## config.mk

```make
export PLATFORM = sky130hd
export DESIGN_NAME = mem_arbiter
export DESIGN_NICKNAME = d
export VERILOG_FILES = /design/src/rtl/mem_pkg.sv /design/src/rtl/rr_arb2.sv /design/src/rtl/mem_arbiter.sv
export SDC_FILE = /design/constraint.sdc
export NUM_CORES = 1
export LEC_CHECK = 0
export CORE_MARGIN = 1
export CORE_UTILIZATION = 36
export DETAILED_ROUTE_END_ITERATION = 16
export PLACE_DENSITY = 0.71
export SETUP_SLACK_MARGIN = 0.3
export SLEW_MARGIN = 20
export SYNTH_ARGS = -nofsm -noshare
export SYNTH_HDL_FRONTEND = slang
export SYNTH_SLANG_ARGS = --single-unit
```

## constraint.sdc

```tcl
create_clock -name clk -period 2.2 [get_ports clk]
set_clock_uncertainty 0.15 [all_clocks]
set_input_delay 0.33 -clock clk [delete_from_list [all_inputs] [get_ports clk]]
set_output_delay 0.33 -clock clk [all_outputs]
set_load 0.005 [all_outputs]
```

## src/rtl/mem_pkg.sv

```systemverilog
// Shared definitions for the two-port memory arbiter: memory operation codes,
// the transaction sequencer state encoding and default bus widths.
package mem_pkg;

    localparam int DEFAULT_ADDR_W = 8;
    localparam int DEFAULT_DATA_W = 8;

    localparam logic MEM_READ  = 1'b0;
    localparam logic MEM_WRITE = 1'b1;

    typedef enum logic [1:0] {
        IDLE = 2'd0,
        WAIT = 2'd1,
        DONE = 2'd2
    } state_t;

endpackage

```

## src/rtl/rr_arb2.sv

```systemverilog
// Two-way round-robin picker. When both ports ask at once, the port that did
// not win last time gets the grant, so neither requester can starve the other.
module rr_arb2 (
    input  logic req0,
    input  logic req1,
    input  logic last_grant,
    output logic valid,
    output logic winner
);

    // A lone requester always wins; a tie goes to the port opposite last_grant.
    always_comb begin
        valid  = req0 | req1;
        winner = 1'b0;
        if (req0 && req1) begin
            winner = ~last_grant;
        end else if (req1) begin
            winner = 1'b1;
        end
    end

endmodule

```

## src/rtl/mem_arbiter.sv

```systemverilog
// Shares one memory port between requester 0 (cpu) and requester 1 (loader /
// debug). Each access is sequenced as: grant and drive the memory bus, wait
// MEM_LATENCY edges, capture read data and pulse the requester's ack, then
// spend one cycle in DONE so the requester can drop its request.
module mem_arbiter
    import mem_pkg::*;
#(
    parameter int ADDR_W      = DEFAULT_ADDR_W,
    parameter int DATA_W      = DEFAULT_DATA_W,
    parameter int MEM_LATENCY = 1
) (
    input  logic              clk,
    input  logic              reset,
    input  logic              req0,
    input  logic              req1,
    input  logic              we0,
    input  logic              we1,
    input  logic [ADDR_W-1:0] addr0,
    input  logic [ADDR_W-1:0] addr1,
    input  logic [DATA_W-1:0] wdata0,
    input  logic [DATA_W-1:0] wdata1,
    output logic              ack0,
    output logic              ack1,
    output logic [DATA_W-1:0] rdata0,
    output logic [DATA_W-1:0] rdata1,
    input  logic [DATA_W-1:0] from_memory,
    output logic              memory_operation,
    output logic [ADDR_W-1:0] memory_address,
    output logic [DATA_W-1:0] to_memory
);

    localparam int              CNT_W    = $clog2(MEM_LATENCY + 1);
    localparam logic [CNT_W-1:0] CNT_LOAD = CNT_W'(MEM_LATENCY);
    localparam logic [CNT_W-1:0] CNT_LAST = CNT_W'(1);

    state_t           state;
    logic             grant;
    logic             last_grant;
    logic [CNT_W-1:0] cnt;
    logic             arb_valid;
    logic             arb_winner;

    rr_arb2 u_rr_arb2 (
        .req0       (req0),
        .req1       (req1),
        .last_grant (last_grant),
        .valid      (arb_valid),
        .winner     (arb_winner)
    );

    // Transaction sequencer: the request inputs are only looked at in IDLE, so
    // anything the requesters do mid-access cannot disturb the one in flight.
    always_ff @(posedge clk or posedge reset) begin
        if (reset) begin
            state            <= IDLE;
            grant            <= 1'b0;
            last_grant       <= 1'b1;
            cnt              <= '0;
            ack0             <= 1'b0;
            ack1             <= 1'b0;
            rdata0           <= '0;
            rdata1           <= '0;
            memory_operation <= MEM_READ;
            memory_address   <= '0;
            to_memory        <= '0;
        end else begin
            case (state)
                IDLE: begin
                    if (arb_valid) begin
                        grant      <= arb_winner;
                        last_grant <= arb_winner;
                        cnt        <= CNT_LOAD;
                        state      <= WAIT;
                        if (arb_winner) begin
                            memory_address   <= addr1;
                            memory_operation <= we1;
                            to_memory        <= wdata1;
                        end else begin
                            memory_address   <= addr0;
                            memory_operation <= we0;
                            to_memory        <= wdata0;
                        end
                    end
                end
                WAIT: begin
                    cnt <= cnt - 1'b1;
                    if (cnt == CNT_LAST) begin
                        if (memory_operation == MEM_READ) begin
                            if (grant) begin
                                rdata1 <= from_memory;
                            end else begin
                                rdata0 <= from_memory;
                            end
                        end
                        if (grant) begin
                            ack1 <= 1'b1;
                        end else begin
                            ack0 <= 1'b1;
                        end
                        memory_operation <= MEM_READ;
                        state            <= DONE;
                    end
                end
                DONE: begin
                    ack0  <= 1'b0;
                    ack1  <= 1'b0;
                    state <= IDLE;
                end
                default: begin
                    state <= IDLE;
                end
            endcase
        end
    end

endmodule

```

==> results.tsv <==
metric	value	unit
status	finished, final reports clean	
total congestion overflow	0	
worst hold path type	input pin to asynchronous set/reset pin	
endpoints failing setup	0	
Post-synth top cells	mux2_2, dfrtp_1, mux2_4	
ANT cells	0	
die width	72.1	um
die area	5200	um^2
wire length of the first global-routing pass	6670	um
Avg Cell Area, Syn	15.0	um^2
pwr/cell area	1250	nW/um^2
starting density of the core	0.374	
post-CTS setup buffer count	0	
CP Class	input pin to register	
largest area contributor in the netlist	dfrtp_1	
Synth Cell Area	1770	um^2
design area	2800	um^2
Slew headroom	0.696	
drc violations	0	
Post-synth EDFFs	0	
largest net degree at the start of global routing	16	
DPL Wire Length	3170	um
via count	1300	
pre-CTS setup slack	0.132	ns
initial antenna violation count	0	
most common cell in the netlist	mux2_2	
fmax	565	MHz
Final Slew Violations	0	
CP Launch Point	req1	
Reg-to-Reg Start	last_grant	
Initial DRC Count	41	
post-synth cell types	22	
Top FF cell, synth	dfrtp_1	
Fill cells	391	
post-route ant nets	0	
drt first pass iters	4	
Ys Warns	0	
Final GP Congestion	0.742	
CTS tree	yes	
DRT Wirelength	4130	um
drt via density	4.63	
total CTS buffers	5	
Root Buffer	clkbuf_8	
Nets	259	
Hold Vio Cnt, Final	0	
top cells by area, synth	dfrtp_1, mux2_2, mux2_4	
Startpoint Class	input pin	
row cnt	25	
worst slew pin tran	0.456	ns
die height	72.1	um
endpoint type of the worst setup path	register	
share of cells above drive strength 1	0.327	
#FFs+latches synth	40	
leakage power	1.20	nW
total negative slack	0	ns
Worst-path clk slew	0.08	ns
Crit path required time	2.22	ns
RSZ-0062 raised after global routing	no	
worst reg2reg path endpoint	to_memory[3]	
area fraction of the dominant cell type after synthesis	0.552	
worst path arrival time	1.79	ns
io pins	81	
area delta synth->final	58.5	%
clk buf depth	2	
Final min period	1.77	ns
Area after DPL	2700	um^2
crit path to	to_memory[3]	
Async SR Flop Fraction	1.00	
critical path peak fanout	10	
global-route usage over all layers	0.169	
final period utilization	0.805	
hold_buf cts	0	
final hold slack	0.190	ns
CTS HTree Levels	2	
R2R depth	4	
r2r setup slk	0.47	ns
sequential element share of the synthesized area	0.567	
Layout Utilization	0.593	
vias in the first global route	1445	
Resized Gates After CTS	0	
Post-Synthesis Cells	118	
core area	4720	um^2
Clk Latency, worst-skew pair	0.29	ns
Port Buf Inserts	80	
syn nets	164	
peak supply drop	0.000649	V
DR WL/cell	14.7	um
final setup margin	0.430	ns
Max-Cap Viols	0	
CTS Sinks	40	
-- stage by stage --
step / cells / total power [mW]
2_1_floorplan: 118 / 2.06
3_3_place_gp: 272 / 2.93
3_5_place_dp: 272 / 3.02
4_1_cts: 280 / 3.55
5_1_grt: 281 / 3.73
6_report: 281 / 3.50
-- sequential cells by signal, summed over array words and instances (netlist names) --
name              count
memory_address        8
ack0                  1
grant                 1
rdata0                8
cnt                   1
to_memory             8
memory_operation      1
ack1                  1
last_grant            1
rdata1                8
state                 2
-- worst max-delay path, stage by stage --
cell and delay [ns]:
clkdlybuf4s50_1 0.49, a21bo_1 0.22, buf_4 0.19, mux2_4 0.30, mux2_2 0.27
-- per-layer routing --
metal  track usage  vias up  wire length, um
met5             0        -                0
met4        0.0915        0               74
met3        0.0333        6              159
met2         0.293       38             2230
met1         0.198      642             1660
li1              -      614                -
-- area by class of cell --
type                       count  area [um^2]  share of cell area
tap                           67         83.8              0.0299
sequential                    40         1000               0.358
clock inverter                 2         15.0             0.00536
timing repair buffer          91          883               0.315
clock buffer                   6         82.6              0.0295
multi-input combinational     70          716               0.255
inverter                       5         18.8             0.00670
-- cell families (layout without fill, tap and decap cells) --
family	Yosys count	after routing	share of synthesized area
buffers and inverters	8	104	0.0283
muxes	50	50	0.334
AOI/OAI and AO/OA	11	11	0.0410
DFF	40	40	0.567
and+or+nand+nor	9	9	0.0297
-- power by group --
| part | internal, mW | switching (mW) |
|---|---|---|
| registers | 1.12 | 0.235 |
| logic | 1.12 | 0.520 |
| clock network | 0.254 | 0.257 |
| total | 2.49 | 1.01 |
-- layout by cell type (no fill, tap or decap), drive strengths merged, types with 2 or more instances in the layout --
cell type      synthesis  layout
nand3b                 2       2
clkbuf                 0       6
o31ai                  2       2
o21ai                  4       4
buf                    3      11
clkinvlp               0       2
dfrtp                 39      39
nor2                   2       2
clkdlybuf4s50          0      80
mux2i                  2       2
nand2                  2       2
mux2                  48      48
a21oi                  2       2
nor3                   2       2
inv                    5       5
-- worst min-delay path by stage --
stage	startpoint	to	slack (ns)
2_1_floorplan	req0	last_grant	0.24
3_3_place_gp	memory_address[0]	memory_address[0]	0.34
3_5_place_dp	rdata0[4]	rdata0[4]	0.35
4_1_cts	reset	memory_address[5]	0.20
5_1_grt	reset	memory_address[5]	0.23
6_report	reset	memory_address[5]	0.19
Note: power is estimated with default switching activity, not from simulation.
